`src/rtl/cpu_pkg.sv`:
```
// Shared CPU definitions used by the immediate-generation stage.
//   IMM_MODE_*   : 2-bit immediate extension mode codes carried on in_mode.
//   skid_state_e : entry-count encoding of the two-entry skid buffer.
package cpu_pkg;

   localparam logic [1:0] IMM_MODE_ZERO   = 2'b00;
   localparam logic [1:0] IMM_MODE_SIGN   = 2'b01;
   localparam logic [1:0] IMM_MODE_UPPER  = 2'b10;
   localparam logic [1:0] IMM_MODE_BRANCH = 2'b11;

   typedef enum logic [1:0] {
      SKID_EMPTY = 2'd0,
      SKID_ONE   = 2'd1,
      SKID_FULL  = 2'd2
   } skid_state_e;

endpackage

```
`src/rtl/imm_ext_core.sv`:
```
// Purely combinational immediate widener.
// Ports:
//   in_imm  [IN_W]  raw immediate
//   in_mode [2]     ZERO / SIGN / UPPER / BRANCH
//   ext_imm [OUT_W] widened immediate
// Reusable outside the pipeline stage (e.g. jump-target generation).
module imm_ext_core
   import cpu_pkg::*;
#(
   parameter int IN_W  = 16,
   parameter int OUT_W = 32,
   parameter int SHAMT = 2
) (
   input  logic [IN_W-1:0]  in_imm,
   input  logic [1:0]       in_mode,
   output logic [OUT_W-1:0] ext_imm
);

   logic [OUT_W-1:0] zext_s;
   logic [OUT_W-1:0] sext_s;

   // Size casts handle IN_W == OUT_W without zero-width replications.
   assign zext_s = OUT_W'(in_imm);
   assign sext_s = OUT_W'($signed(in_imm));

   // Select the extension for the requested mode; shifted-out bits are dropped.
   always_comb begin
      ext_imm = zext_s;
      case (in_mode)
         IMM_MODE_ZERO:   ext_imm = zext_s;
         IMM_MODE_SIGN:   ext_imm = sext_s;
         IMM_MODE_UPPER:  ext_imm = zext_s << (OUT_W - IN_W);
         IMM_MODE_BRANCH: ext_imm = sext_s << SHAMT;
         default:         ext_imm = zext_s;
      endcase
   end

endmodule

```
`src/rtl/imm_ext_pipe.sv`:
```
// Pipelined ID->EX immediate generation stage.
// Ports:
//   clk, reset_n (async active-low), flush (sync squash)
//   in_valid/in_ready, in_imm, in_mode, in_tag  : upstream entry
//   out_valid/out_ready, out_imm, out_tag, out_neg : head entry
// The immediate is extended on the way in and stored; a two-entry skid
// buffer keeps in_ready a pure flop so it never depends on out_ready.
module imm_ext_pipe
   import cpu_pkg::*;
#(
   parameter int IN_W  = 16,
   parameter int OUT_W = 32,
   parameter int SHAMT = 2,
   parameter int TAG_W = 32
) (
   input  logic             clk,
   input  logic             reset_n,
   input  logic             flush,
   input  logic             in_valid,
   output logic             in_ready,
   input  logic [IN_W-1:0]  in_imm,
   input  logic [1:0]       in_mode,
   input  logic [TAG_W-1:0] in_tag,
   output logic             out_valid,
   input  logic             out_ready,
   output logic [OUT_W-1:0] out_imm,
   output logic [TAG_W-1:0] out_tag,
   output logic             out_neg
);

   logic [OUT_W-1:0] ext_imm_s;
   logic             in_fire_s;
   logic             out_fire_s;

   skid_state_e      state_q,     state_d;
   logic             in_ready_q,  in_ready_d;
   logic             out_valid_q, out_valid_d;
   logic [OUT_W-1:0] out_imm_q,   out_imm_d;
   logic [TAG_W-1:0] out_tag_q,   out_tag_d;
   logic             out_neg_q,   out_neg_d;
   logic [OUT_W-1:0] skid_imm_q,  skid_imm_d;
   logic [TAG_W-1:0] skid_tag_q,  skid_tag_d;
   logic             skid_neg_q,  skid_neg_d;

   imm_ext_core #(
      .IN_W  (IN_W),
      .OUT_W (OUT_W),
      .SHAMT (SHAMT)
   ) u_core (
      .in_imm  (in_imm),
      .in_mode (in_mode),
      .ext_imm (ext_imm_s)
   );

   // An entry offered during a flush is squashed along with the buffer.
   assign in_fire_s  = in_valid & in_ready_q & ~flush;
   assign out_fire_s = out_valid_q & out_ready;

   // Next-state and payload movement of the skid buffer.
   always_comb begin
      state_d    = state_q;
      out_imm_d  = out_imm_q;
      out_tag_d  = out_tag_q;
      out_neg_d  = out_neg_q;
      skid_imm_d = skid_imm_q;
      skid_tag_d = skid_tag_q;
      skid_neg_d = skid_neg_q;

      case (state_q)
         SKID_EMPTY: begin
            if (in_fire_s) begin
               out_imm_d = ext_imm_s;
               out_tag_d = in_tag;
               out_neg_d = ext_imm_s[OUT_W-1];
               state_d   = SKID_ONE;
            end else begin
               state_d   = SKID_EMPTY;
            end
         end
         SKID_ONE: begin
            if (in_fire_s && out_fire_s) begin
               // Head leaves and the new entry takes its place.
               out_imm_d = ext_imm_s;
               out_tag_d = in_tag;
               out_neg_d = ext_imm_s[OUT_W-1];
               state_d   = SKID_ONE;
            end else if (in_fire_s) begin
               skid_imm_d = ext_imm_s;
               skid_tag_d = in_tag;
               skid_neg_d = ext_imm_s[OUT_W-1];
               state_d    = SKID_FULL;
            end else if (out_fire_s) begin
               state_d = SKID_EMPTY;
            end else begin
               state_d = SKID_ONE;
            end
         end
         SKID_FULL: begin
            if (out_fire_s) begin
               out_imm_d = skid_imm_q;
               out_tag_d = skid_tag_q;
               out_neg_d = skid_neg_q;
               state_d   = SKID_ONE;
            end else begin
               state_d   = SKID_FULL;
            end
         end
         default: begin
            state_d = SKID_EMPTY;
         end
      endcase

      // A same-cycle output transfer has already been taken downstream.
      if (flush) begin
         state_d = SKID_EMPTY;
      end else begin
         state_d = state_d;
      end

      out_valid_d = (state_d != SKID_EMPTY);
      in_ready_d  = (state_d != SKID_FULL);
   end

   // State, handshake and payload registers.
   always_ff @(posedge clk or negedge reset_n) begin
      if (!reset_n) begin
         state_q     <= SKID_EMPTY;
         in_ready_q  <= 1'b1;
         out_valid_q <= 1'b0;
         out_imm_q   <= '0;
         out_tag_q   <= '0;
         out_neg_q   <= 1'b0;
         skid_imm_q  <= '0;
         skid_tag_q  <= '0;
         skid_neg_q  <= 1'b0;
      end else begin
         state_q     <= state_d;
         in_ready_q  <= in_ready_d;
         out_valid_q <= out_valid_d;
         out_imm_q   <= out_imm_d;
         out_tag_q   <= out_tag_d;
         out_neg_q   <= out_neg_d;
         skid_imm_q  <= skid_imm_d;
         skid_tag_q  <= skid_tag_d;
         skid_neg_q  <= skid_neg_d;
      end
   end

   assign in_ready  = in_ready_q;
   assign out_valid = out_valid_q;
   assign out_imm   = out_imm_q;
   assign out_tag   = out_tag_q;
   assign out_neg   = out_neg_q;

endmodule

```
`config.mk`:
```
export PLATFORM = sky130hd
export DESIGN_NAME = imm_ext_pipe
export DESIGN_NICKNAME = d
export VERILOG_FILES = /design/src/rtl/cpu_pkg.sv /design/src/rtl/imm_ext_core.sv /design/src/rtl/imm_ext_pipe.sv
export SDC_FILE = /design/constraint.sdc
export NUM_CORES = 1
export LEC_CHECK = 0
export ABC_AREA = 1
export ABC_CLOCK_PERIOD_IN_PS = 2200
export CAP_MARGIN = 10
export CORE_ASPECT_RATIO = 0.9
export CORE_MARGIN = 4
export CORE_UTILIZATION = 56
export DETAILED_ROUTE_END_ITERATION = 10
export MAX_ROUTING_LAYER = met4
export PLACE_DENSITY_LB_ADDON = 0.25
export SLEW_MARGIN = 20
export SYNTH_ARGS = -nofsm -noshare
export SYNTH_HDL_FRONTEND = slang
export SYNTH_SLANG_ARGS = --single-unit
```
`constraint.sdc`:
```
create_clock -name clk -period 2.2 [get_ports clk]
set_input_delay 0.55 -clock clk [delete_from_list [all_inputs] [get_ports clk]]
set_output_delay 0.55 -clock clk [all_outputs]
set_load 0.05 [all_outputs]
```
== Yosys cells after proc, flatten, opt, wreduce, memory -nomap -nowiden ==
Cells that the tools add are included.

* Register bits after elaboration: 134
* Input port bits: 55

* Eq/ne operators: 9
* Mux-type cells: 20
* Bitwise gates (word level): 5
* Reductions and logical operators: 7

{| class="wikitable"
|+ Operators by type and width
! kind !! number
|-
| $mux W32 || 6
|-
| $pmux W32 S3 || 2
|-
| $pmux W32 S4 || 1
|-
| $mux W2 || 4
|-
| $ne A2 B2 Y1 const B || 4
|-
| $eq A2 B2 Y1 const B || 3
|-
| $pmux W2 S3 || 1
|-
| $mux W1 || 5
|-
| $eq A2 B1 Y1 const B || 2
|-
| $logic_not A2 Y1 || 2
|-
| $reduce_and A4 Y1 || 1
|-
| $and A1 B1 Y1 || 3
|-
| $pmux W1 S3 || 1
|-
| $reduce_and A3 Y1 || 1
|-
| $reduce_bool A3 Y1 || 1
|-
| $not A1 Y1 || 2
|-
| $reduce_bool A2 Y1 || 1
|-
| $logic_and A1 B1 Y1 || 1
|}

== Logic depth before layout (Yosys ltp) ==
Gate-level depths: netlist of the first run.

* Word-level depth: 7
* Depth in mapped cells: 9
* Depth with buffers taken out: 8

== Hierarchy ==
Synthesis of the first run repeated with hierarchy kept, for this count alone.

* Cells, all modules: 793
* Area, all modules: 6,550.0 um^2

{| class="wikitable"
|+ By module, submodules not included
! module !! times used !! cells each !! area an instance (um^2) !! sequential area each (um^2)
|-
| imm_ext_pipe || 1 || 719 || 6,168.4 || 3,304.4
|-
| imm_ext_core || 1 || 74 || 381.6 || 0.0
|}

== Worst setup path before layout of the first run ==
Ideal clock, no wire load.

* Path type: register to register
* From: register in_ready_q (netlist: in_ready)
* To: register skid_imm_q[6]
* Setup time: 117 ps
* Arrival time: 1,484 ps
* Data required time: 2,083 ps
* Slack: 599 ps
* Stages on the path, launching flop included: 8
* Buffers on the path: 2
* Period minus slack after synthesis: 1,601 ps
* Path through: dfstp_2 nand2_1 nor2_2 nand4_2 buf_2 buf_2 nand2_1 nand2_1

* Word-level cells in the longest chain between the ends: 5

{| class="wikitable"
|+ RTL lines
! element !! line !! source
|-
| start, declared || imm_ext_pipe.sv:36 || <nowiki>logic in_ready_q, in_ready_d;</nowiki>
|-
| start signal, assigned || imm_ext_pipe.sv:138 || <nowiki>in_ready_q <= in_ready_d;</nowiki>
|-
| $and A1 B1 Y1 * (2 in a row) || imm_ext_pipe.sv:56 || <nowiki>assign in_fire_s = in_valid & in_ready_q & ~flush;</nowiki>
|-
| $logic_and A1 B1 Y1 || imm_ext_pipe.sv:81 || <nowiki>if (in_fire_s && out_fire_s) begin</nowiki>
|-
| $not A1 Y1 (no line) || - ||
|-
| $reduce_and A3 Y1 (no line) * || - ||
|-
| end signal, assigned || imm_ext_pipe.sv:143 || <nowiki>skid_imm_q <= skid_imm_d;</nowiki>
|-
| end, declared || imm_ext_pipe.sv:41 || <nowiki>logic [OUT_W-1:0] skid_imm_q, skid_imm_d;</nowiki>
|}

Every way passes the cells marked *; elsewhere a longest branch is shown, timed or not.
A chain may end at the register's enable or synchronous reset.

== Final worst setup path of the first run ==
* From: register out_valid_q (netlist: out_valid)
* To: output out_valid

{| class="wikitable"
|+ RTL lines
! element !! line !! source
|-
| start, declared || imm_ext_pipe.sv:37 || <nowiki>logic out_valid_q, out_valid_d;</nowiki>
|-
| start signal, assigned || imm_ext_pipe.sv:139 || <nowiki>out_valid_q <= out_valid_d;</nowiki>
|-
| end, declared || imm_ext_pipe.sv:24 || <nowiki>output logic out_valid,</nowiki>
|}

No word-level cell between the ends.

==> results_tabular.tex, run 1 <==
\begin{tabular}{lr}
\hline
Metric & Value \\
\hline
\multicolumn{2}{l}{\textbf{Synthesis}} \\
Predominant post-synthesis flop cell & dfrtp\_1 \\
Syn nets & a little under 900 \\
Mapped Avg Cell Area & between 7 and 8 um\^{}2 \\
Proportion of register bits with asynchronous set or reset after synthesis & 1.00 \\
Largest area contributor in the synthesized netlist & dfrtp\_1 \\
Number of enable flip-flop cells after synthesis & 0 \\
Sequential fraction of the synthesis area & 0.539 \\
Synthesized area & between 6000 and 7000 um\^{}2 \\
Top cell types by occurrence after synthesis & nand2\_1 (461), dfrtp\_1 (131), o21ai\_0 (97) \\
Instance count of the mapped netlist & just over 800 \\
Synth unique cells & 21 \\
Cell types with the largest area share after synthesis & dfrtp\_1 (53\%), nand2\_1 (28\%), o21ai\_0 (7.9\%) \\
FF+latch count, synth & around 130 \\
Top-count cell post-synth & nand2\_1 \\
Warnings, synthesis & 0 \\
Post-synth top area share & 0.535 \\
\multicolumn{2}{l}{\textbf{Timing}} \\
Worst-Margin Slew & approximately 0.55 ns \\
Max-slew violations & 0 \\
Post-Route Skew & around 0.013 ns \\
Final TNS setup & 0 ns \\
Setup repair after global routing missed its margin & false \\
Minimum clock period & 2.16 ns \\
Post-route worst hold slack & roughly 0.12 ns \\
Maximum operating frequency & approximately 0.46 GHz \\
Total count of hold-check failures in the final report & 0 \\
Final cycle utilization of the critical path & 0.982 \\
Final setup viols & 0 \\
Max-slew headroom at the worst pin & 0.631 \\
Min setup slack post-route & roughly 0.04 ns \\
\multicolumn{2}{l}{\textbf{Global route}} \\
Wire length of the first global-routing pass & roughly 26000 um \\
Total overflow reported by the global router & 0 \\
Number of antenna violations at the first check in global routing & 0 \\
Via count of the first global-routing pass & roughly 5400 \\
Pin count of the biggest net entering global routing & 65 \\
GRT Overall Usage & 0.263 \\
\multicolumn{2}{l}{\textbf{Die}} \\
DIE AREA & $\sim$13000 um\^{}2 \\
Starting density of the core & 0.586 \\
Core Box Area & 10500 um\^{}2 \\
Die extent in x & roughly 120 um \\
Std cell rows & 35 \\
Y dimension of the die & approximately 110 um \\
Boundary pin count & about 120 \\
\multicolumn{2}{l}{\textbf{Hold path}} \\
Hold WC Path Type & in2async \\
\multicolumn{2}{l}{\textbf{Cells and area}} \\
Fraction of layout instances using a drive strength above 1 & 0.0589 \\
Final instance count without filler cells & $\sim$1100 \\
Final design instance area without fill & 8010 um\^{}2 \\
Post-Route Utilization & 0.765 \\
Diode count & 0 \\
Fill count & 762 \\
Area delta synth->final & 30.6\% \\
Net total in the final layout & just under 1000 \\
Footprint of the multi-input gates & roughly 2400 um\^{}2 \\
FF+latch area & $\sim$3300 um\^{}2 \\
\multicolumn{2}{l}{\textbf{Critical path}} \\
Crit path capture type & primary output \\
Path type of the worst setup path & reg2out \\
Largest incremental delay on the critical path & 0.82 ns \\
Data arrival time of the critical path & approximately 1.6 ns \\
Crit path max-delay cell type & clkdlybuf4s50\_1 \\
Setup slack, reg-to-reg & 0.66 ns \\
Total stage count of the critical path & 1 \\
CP bufs+invs & 1 \\
Reg-to-reg critical path endpoint & skid\_tag\_q[2] \\
CP startpoint & out\_valid \\
Crit Reg-Reg Startpoint & in\_ready \\
Required time of the critical path & approximately 1.7 ns \\
Maximum fanout along the worst path & 2 \\
Number of cells on the worst reg-to-reg path & 6 \\
Critical path startpoint category & register \\
Cells along the critical path & clkdlybuf4s50\_1 \\
Cell family contributing the most delay on the critical path & buffers and inverters \\
\multicolumn{2}{l}{\textbf{Outcome}} \\
Run status & finished, final reports clean \\
\multicolumn{2}{l}{\textbf{Route}} \\
Number of DRC markers after the initial detailed-route iteration & around 640 \\
Detailed Routing Iterations Pass 1 & 5 \\
Vias & about 5600 \\
WL final & approximately 16000 um \\
Vias per cell & approximately 5.2 \\
WL/cell & between 10 and 15 um \\
Remaining routing DRC violations & 0 \\
Remaining antenna violation count after routing & 0 \\
\multicolumn{2}{l}{\textbf{Power and ir drop}} \\
Post-layout total power & between 9 and 10 mW \\
Peak VDD IR & roughly 800 uV \\
Power density over cell area & roughly 1200 nW/um\^{}2 \\
Leakage power of the design & 4.19 nW \\
\multicolumn{2}{l}{\textbf{Run}} \\
Number of maximum-capacitance violations & 0 \\
\multicolumn{2}{l}{\textbf{Place}} \\
Total cell area at the placement stage & $\sim$7400 um\^{}2 \\
Cell total after placement & 1031 \\
Half-perimeter wire length after placement & between 10000 and 15000 um \\
Routability congestion estimate from global placement & just under 0.9 \\
Total of buffers placed on input and output ports & 121 \\
DP Worst Slack & just under 0.09 ns \\
\multicolumn{2}{l}{\textbf{Clocking}} \\
Clock-pin slew on the worst setup and hold paths & 0.06 ns \\
Clock tree sinks & 132 \\
Clock buffers created by TritonCTS & 17 \\
CTS Root Buffer Type & clkbuf\_16 \\
Number of buffers inserted by hold repair at cts & 0 \\
Number of levels the H-tree was split into & 4 \\
Number of buffers between clock root and the deepest sink & 2 \\
Number of buffers inserted to repair setup after CTS & 0 \\
Worst-Skew Late Latency & 0.41 ns \\
CTS tree & built \\
\hline
\end{tabular}
## cells by family after synthesis
group                  share of synthesized area
and+or+nand+nor                            0.304
DFF                                        0.539
buffers and inverters                     0.0761
AOI/OAI and AO/OA                         0.0808
## repair_timing
item                       4_1_cts  5_1_grt
setup endpoints to repair        0        2
hold endpoints to repair         0        0
gates resized for setup          0        1
## cell type report
cell class	count	share of cell area
tap	129	0.0202
clock inverter	8	0.0125
inverter	59	0.0277
sequential	132	0.413
multi-input combinational	578	0.296
clock buffer	23	0.0610
timing repair buffer	133	0.170
## registers in the layout (all words and copies together) (netlist names)
signal,flops
out_tag,32
out_valid,1
skid_tag_q,32
skid_imm_q,31
state_q,2
skid_neg_q,1
out_imm,32
in_ready,1
## routing by layer
metal  vias up  track usage  routed length [um]
met3        30       0.0520                 900
met5         -            -                   0
met1      2626        0.345                6910
li1       2690            -                   -
met4         0       0.0845                 279
met2       229        0.419                7560
## how the worst max path moves through the flow
stage,end,slack (ns)
after CTS,out_imm[31],0.02
after detailed placement,out_tag[3],0.09
after global placement,out_imm[25],0.15
after global routing,out_imm[5],0.005
final,out_valid,0.04
after floorplan,skid_imm_q[6],0.60
## cell usage in the layout (no fill, tap or decap), types with 2 or more instances in the layout
| cell | count |
|---|---|
| clkinv_2 | 2 |
| buf_4 | 9 |
| inv_1 | 54 |
| nand2_1 | 461 |
| nor2_1 | 3 |
| clkdlybuf4s50_1 | 118 |
| dfrtp_1 | 131 |
| inv_2 | 5 |
| clkbuf_1 | 2 |
| o21ai_0 | 97 |
| clkinvlp_4 | 4 |
| o21ai_1 | 2 |
| buf_12 | 5 |
| clkbuf_16 | 17 |
| bufinv_16 | 2 |
| clkbuf_8 | 4 |
| nand3_1 | 8 |
## power by group
group	internal (mW)	switching, mW	total, mW
Clock	1.78	1.02	2.80
Sequential	3.18	0.400	3.58
Combinational	0.993	2.01	3.00
Note: power is estimated with default switching activity, not from simulation.
==> inputs of run 2 (changes only) <==
Settings changed: MAX_ROUTING_LAYER met4 to default.
==> results_tabular.tex, run 2 (synthesis gave the netlist of run 1 again) <==
\begin{tabular}{lr}
\hline
Metric & Value \\
\hline
\multicolumn{2}{l}{\textbf{Outcome}} \\
Run status & finished, final reports clean \\
\multicolumn{2}{l}{\textbf{Timing}} \\
Final cycle utilization of the critical path & 0.981 (-0.00121) \\
Worst-Margin Slew & 0.553 ns (+0.00198 ns) \\
Final TNS setup & 0 ns (unchanged) \\
Final setup viols & 0 (unchanged) \\
Setup repair after global routing missed its margin & false \\
Minimum clock period & 2.16 ns (-0.00265 ns) \\
Maximum operating frequency & 0.464 GHz (+0.12\%) \\
Total count of hold-check failures in the final report & 0 (unchanged) \\
Post-Route Skew & 0.0116 ns (-0.00162 ns) \\
Max-slew headroom at the worst pin & 0.630 (-0.00133) \\
Max-slew violations & 0 (unchanged) \\
Post-route worst hold slack & 0.127 ns (+0.00324 ns) \\
\multicolumn{2}{l}{\textbf{Global route}} \\
Number of antenna violations at the first check in global routing & 0 (unchanged) \\
GRT Overall Usage & 0.257 (-0.00662) \\
Via count of the first global-routing pass & 5370 (-0.22\%) \\
Wire length of the first global-routing pass & 26200 um (+0.37\%) \\
Pin count of the biggest net entering global routing & 65 (unchanged) \\
Total overflow reported by the global router & 0 (unchanged) \\
\multicolumn{2}{l}{\textbf{Clocking}} \\
Clock tree sinks & 132 (unchanged) \\
Worst-Skew Late Latency & 0.41 ns (about the same) \\
Clock buffers created by TritonCTS & 17 (unchanged) \\
Number of levels the H-tree was split into & 4 (unchanged) \\
CTS tree & built \\
Clock-pin slew on the worst setup and hold paths & 0.06 ns (about the same) \\
Number of buffers between clock root and the deepest sink & 2 (unchanged) \\
Number of buffers inserted to repair setup after CTS & 0 (unchanged) \\
CTS Root Buffer Type & clkbuf\_16 \\
Number of buffers inserted by hold repair at cts & 0 (unchanged) \\
\multicolumn{2}{l}{\textbf{Die}} \\
Die extent in x & 118 um (unchanged) \\
DIE AREA & 12700 um\^{}2 (unchanged) \\
Std cell rows & 35 (unchanged) \\
Boundary pin count & 122 (unchanged) \\
Starting density of the core & 0.586 (unchanged) \\
Y dimension of the die & 107 um (unchanged) \\
Core Box Area & 10500 um\^{}2 (unchanged) \\
\multicolumn{2}{l}{\textbf{Route}} \\
Remaining routing DRC violations & 0 (unchanged) \\
Vias & 5592 (+0.30\%) \\
Remaining antenna violation count after routing & 0 (unchanged) \\
WL/cell & 14.7 um (-0.24\%) \\
WL final & 15600 um (-0.24\%) \\
Vias per cell & 5.27 (+0.30\%) \\
Number of DRC markers after the initial detailed-route iteration & 573 (-10\%) \\
Detailed Routing Iterations Pass 1 & 5 (unchanged) \\
\multicolumn{2}{l}{\textbf{Place}} \\
Total of buffers placed on input and output ports & 121 (unchanged) \\
Half-perimeter wire length after placement & 10200 um (unchanged) \\
Cell total after placement & 1031 (unchanged) \\
Routability congestion estimate from global placement & 0.867 (-1.6\%) \\
\multicolumn{2}{l}{\textbf{Cells and area}} \\
FF+latch area & 3300 um\^{}2 (unchanged) \\
Net total in the final layout & 976 (unchanged) \\
Most used cells in the layout excluding fill and tap cells & nand2\_1 (461), dfrtp\_1 (131), clkdlybuf4s50\_1 (118), o21ai\_0 (97), inv\_1 (54) \\
Diode count & 0 (unchanged) \\
Footprint of the multi-input gates & 2370 um\^{}2 (unchanged) \\
Most common library cell in the layout ignoring fill and taps & nand2\_1 \\
Fill count & 762 (unchanged) \\
Post-Route Utilization & 0.765 (unchanged) \\
Area delta synth->final & 30.6\% (unchanged) \\
Final instance count without filler cells & 1062 (unchanged) \\
Fraction of layout instances using a drive strength above 1 & 0.0589 (unchanged) \\
\multicolumn{2}{l}{\textbf{Critical path}} \\
Crit Reg-Reg Startpoint & in\_ready \\
Cell family contributing the most delay on the critical path & buffers and inverters \\
Setup slack, reg-to-reg & 0.66 ns (about the same) \\
Largest incremental delay on the critical path & 0.82 ns (about the same) \\
Crit path max-delay cell type & clkdlybuf4s50\_1 \\
Cells along the critical path & clkdlybuf4s50\_1 \\
Reg-to-reg critical path endpoint & skid\_tag\_q[2] \\
CP bufs+invs & 1 (unchanged) \\
Data arrival time of the critical path & 1.61 ns (about the same) \\
Path type of the worst setup path & reg2out \\
Critical path startpoint category & register \\
Required time of the critical path & 1.65 ns (about the same) \\
Crit path capture type & primary output \\
Number of cells on the worst reg-to-reg path & 6 (unchanged) \\
Maximum fanout along the worst path & 2 (unchanged) \\
\multicolumn{2}{l}{\textbf{Power and ir drop}} \\
Leakage power of the design & 4.19 nW (unchanged) \\
Peak VDD IR & 799 uV (+0.39\%) \\
Power density over cell area & 1170 nW/um\^{}2 (about the same) \\
Post-layout total power & 9.37 mW (about the same) \\
\multicolumn{2}{l}{\textbf{Hold path}} \\
Hold WC Path Type & in2async \\
\multicolumn{2}{l}{\textbf{Run}} \\
Number of maximum-capacitance violations & 0 (unchanged) \\
\hline
\end{tabular}
## run 2: cell counts in the layout (fill, tap and decap cells not counted)
No cell type changed its count.
## run 2: worst max-delay path by stage
| stage | from | end | slack [ns] | depth (start not counted) |
|---|---|---|---|---|
| finish | out_valid | out_valid | 0.04 | 1 |
| detailed placement | out_ready | out_tag[3] | 0.09 | 8 |
| global route | out_imm[5] | out_imm[5] | 0.006 | 1 |
| floorplan | in_ready | skid_imm_q[6] | 0.60 | 7 |
| CTS | out_imm[31] | out_imm[31] | 0.02 | 1 |
| global placement | out_ready | out_imm[25] | 0.15 | 8 |
## run 2: area by class of cell
class                           instances  share of cell area
Timing Repair Buffer                  133               0.170
Tap cell                              129              0.0202
Inverter                               59              0.0277
Clock buffer                           23              0.0610
Clock inverter                          8              0.0125
Sequential cell                       132               0.413
Multi-Input combinational cell        578               0.296
## run 2: stage by stage
step                setup WS (ns)  cell area [um^2]
CTS                        0.0179              8000
finish                     0.0425              8010
detailed placement         0.0869              7410
global route              0.00587              8010
floorplan                   0.599              6130
global placement            0.154              7410
## run 2: timing repair
item	in CTS	in global routing
setup endpoints to repair	0	2
hold endpoints to repair	0	0
resized for setup	0	1
## run 2: layer usage
| metal | track usage | up-vias | share of wire |
|---|---|---|---|
| met4 | 0.0862 | 0 | 0.016 |
| met5 | 0 | - | 0 |
| met1 | 0.345 | 2623 | 0.43 |
| met2 | 0.419 | 254 | 0.48 |
| li1 | - | 2691 | - |
| met3 | 0.0547 | 24 | 0.066 |
## run 2: power by group
part           total, mW  leakage, nW  internal, mW  switching [mW]
Clock               2.80        0.277          1.78            1.02
Combinational       3.00         2.25         0.993            2.00
Sequential          3.58         1.67          3.18           0.400
Total               9.37         4.19          5.95            3.42
==> inputs of run 3 (changes only) <==
Settings changed: ABC_CLOCK_PERIOD_IN_PS 2200 to 2400, CORE_UTILIZATION 56 to 52, PLACE_DENSITY from default to 0.88, PLACE_DENSITY_LB_ADDON 0.25 to default.
Clock period 2.2 ns to 2.4 ns, I/O delays scaled along.
==> results_tabular.tex, run 3 (synthesis gave the netlist of run 1 again) <==
\begin{tabular}{lr}
\hline
Metric & Value \\
\hline
\multicolumn{2}{l}{\textbf{Place}} \\
Routability congestion estimate from global placement & 0.857 (-1.1\%) \\
Cell total after placement & 1059 (+2.7\%) \\
Total cell area at the placement stage & 7450 um\^{}2 (+0.47\%) \\
Total of buffers placed on input and output ports & 121 (unchanged) \\
Half-perimeter wire length after placement & 9900 um (-2.9\%) \\
\multicolumn{2}{l}{\textbf{Timing}} \\
Max-slew violations & 0 (unchanged) \\
Worst-Margin Slew & 0.552 ns (-0.00155 ns) \\
Minimum clock period & between 2 and 2.5 ns \\
Total count of hold-check failures in the final report & 0 (unchanged) \\
Setup repair after global routing missed its margin & false \\
Final setup viols & 0 (unchanged) \\
Final TNS setup & 0 ns (unchanged) \\
Final cycle utilization of the critical path & 0.983 \\
Maximum operating frequency & 0.424 GHz \\
Post-Route Skew & 0.00870 ns (-0.00286 ns) \\
Max-slew headroom at the worst pin & 0.631 (+0.00103) \\
\multicolumn{2}{l}{\textbf{Power and ir drop}} \\
Post-layout total power & 8.45 mW (-9.9\%) \\
Peak VDD IR & 692 uV (-13\%) \\
Leakage power of the design & 4.18 nW (-0.36\%) \\
Power density over cell area & 1050 nW/um\^{}2 (-9.9\%) \\
\multicolumn{2}{l}{\textbf{Cells and area}} \\
Most used cells in the layout excluding fill and tap cells & nand2\_1 (461), dfrtp\_1 (131), clkdlybuf4s50\_1 (120), o21ai\_0 (97), inv\_1 (54) \\
Footprint of the multi-input gates & 2370 um\^{}2 (unchanged) \\
Fraction of layout instances using a drive strength above 1 & 0.0569 (-0.00202) \\
Most common library cell in the layout ignoring fill and taps & nand2\_1 \\
Final design instance area without fill & 8010 um\^{}2 (about the same) \\
Net total in the final layout & 977 (+0.10\%) \\
FF+latch area & 3300 um\^{}2 (unchanged) \\
Final instance count without filler cells & 1087 (+2.4\%) \\
Fill count & 963 (+26\%) \\
Diode count & 0 (unchanged) \\
Area delta synth->final & 30.6\% (about the same) \\
\multicolumn{2}{l}{\textbf{Clocking}} \\
Number of buffers inserted by hold repair at cts & 0 (unchanged) \\
Clock tree sinks & 132 (unchanged) \\
Clock buffers created by TritonCTS & 17 (unchanged) \\
Number of buffers inserted to repair setup after CTS & 0 (unchanged) \\
Number of levels the H-tree was split into & 4 (unchanged) \\
Clock-pin slew on the worst setup and hold paths & 0.06 ns (about the same) \\
Post-cts repair resize count & 0 (unchanged) \\
CTS Root Buffer Type & clkbuf\_16 \\
Worst-Skew Late Latency & 0.40 ns (about the same) \\
Number of buffers between clock root and the deepest sink & 2 (unchanged) \\
CTS tree & built \\
\multicolumn{2}{l}{\textbf{Critical path}} \\
Crit path capture type & primary output \\
Data arrival time of the critical path & 1.76 ns (+0.15 ns) \\
Required time of the critical path & 1.80 ns (+0.15 ns) \\
Cells along the critical path & clkdlybuf4s50\_1 \\
Maximum fanout along the worst path & 3 (+1) \\
Path type of the worst setup path & reg2out \\
Crit Reg-Reg Startpoint & state\_q[0] \\
Largest incremental delay on the critical path & 0.82 ns (about the same) \\
Critical path startpoint category & register \\
Setup slack, reg-to-reg & 0.78 ns (+0.12 ns) \\
CP startpoint & in\_ready \\
Total stage count of the critical path & 1 (unchanged) \\
CP bufs+invs & 1 (unchanged) \\
Cell family contributing the most delay on the critical path & buffers and inverters \\
Number of cells on the worst reg-to-reg path & 8 (+2) \\
Crit path max-delay cell type & clkdlybuf4s50\_1 \\
\multicolumn{2}{l}{\textbf{Route}} \\
Detailed Routing Iterations Pass 1 & 5 (unchanged) \\
Vias per cell & 5.04 (-4.3\%) \\
Remaining routing DRC violations & 0 (unchanged) \\
Vias & 5476 (-2.1\%) \\
Remaining antenna violation count after routing & 0 (unchanged) \\
WL final & 15200 um (-2.9\%) \\
WL/cell & 13.9 um (-5.2\%) \\
Number of DRC markers after the initial detailed-route iteration & 453 (-21\%) \\
\multicolumn{2}{l}{\textbf{Global route}} \\
Wire length of the first global-routing pass & 25500 um (-2.9\%) \\
Pin count of the biggest net entering global routing & 65 (unchanged) \\
Number of antenna violations at the first check in global routing & 0 (unchanged) \\
GRT Overall Usage & 0.233 (-0.0235) \\
Total overflow reported by the global router & 0 (unchanged) \\
Via count of the first global-routing pass & 5410 (+0.74\%) \\
\multicolumn{2}{l}{\textbf{Die}} \\
Core Box Area & 11500 um\^{}2 (+9.7\%) \\
Starting density of the core & 0.534 (-0.0518) \\
Boundary pin count & 122 (unchanged) \\
Std cell rows & 37 (+5.7\%) \\
DIE AREA & 13600 um\^{}2 (+7.1\%) \\
Y dimension of the die & 111 um (+3.5\%) \\
Die extent in x & 122 um (+3.5\%) \\
\multicolumn{2}{l}{\textbf{Outcome}} \\
Run status & finished, final reports clean \\
\multicolumn{2}{l}{\textbf{Run}} \\
Number of maximum-capacitance violations & 0 (unchanged) \\
\multicolumn{2}{l}{\textbf{Hold path}} \\
Hold WC Path Type & in2async \\
\hline
\end{tabular}
## run 3: worst paths after layout
path                          endpoint
setup / recovery              in_ready
hold / removal             out_imm[28]
setup reg to reg           out_tag[19]
hold reg to reg            out_tag[28]
max in group asynchronous     in_ready
min in group clk           out_tag[28]
## run 3: power by group
| part | internal, mW | switching [mW] | leakage [nW] |
|---|---|---|---|
| logic | 0.907 | 1.82 | 2.23 |
| clock network | 1.56 | 0.879 | 0.276 |
| registers | 2.91 | 0.370 | 1.67 |
| total | 5.38 | 3.06 | 4.18 |
## run 3: through the flow
stage / hold WS (ns) / worst slack, ns / util
finish: 0.153 / 0.0411 / 0.698
CTS: 0.172 / 0.0328 / 0.698
detailed placement: 0.458 / 0.239 / 0.649
floorplan: 0.304 / 0.799 / -
global route: 0.188 / 0.00697 / 0.698
global placement: 0.453 / 0.283 / 0.649
## run 3: routing by layer
layer / up-vias / routed length, um / GRT usage / part of all wire
li1: 2694 / - / - / -
met1: 2560 / 6830 / 0.324 / 0.45
met2: 192 / 7140 / 0.358 / 0.47
met3: 30 / 833 / 0.0551 / 0.055
met4: 0 / 348 / 0.0851 / 0.023
met5: - / 0 / 0 / 0
## run 3: cell type report
cell class | instances | area share
tap | 156 | 0.0244
clock buffer | 24 | 0.0639
clock inverter | 4 | 0.00594
multi-input combinational | 578 | 0.296
timing repair buffer | 134 | 0.170
inverter | 59 | 0.0277
sequential | 132 | 0.413
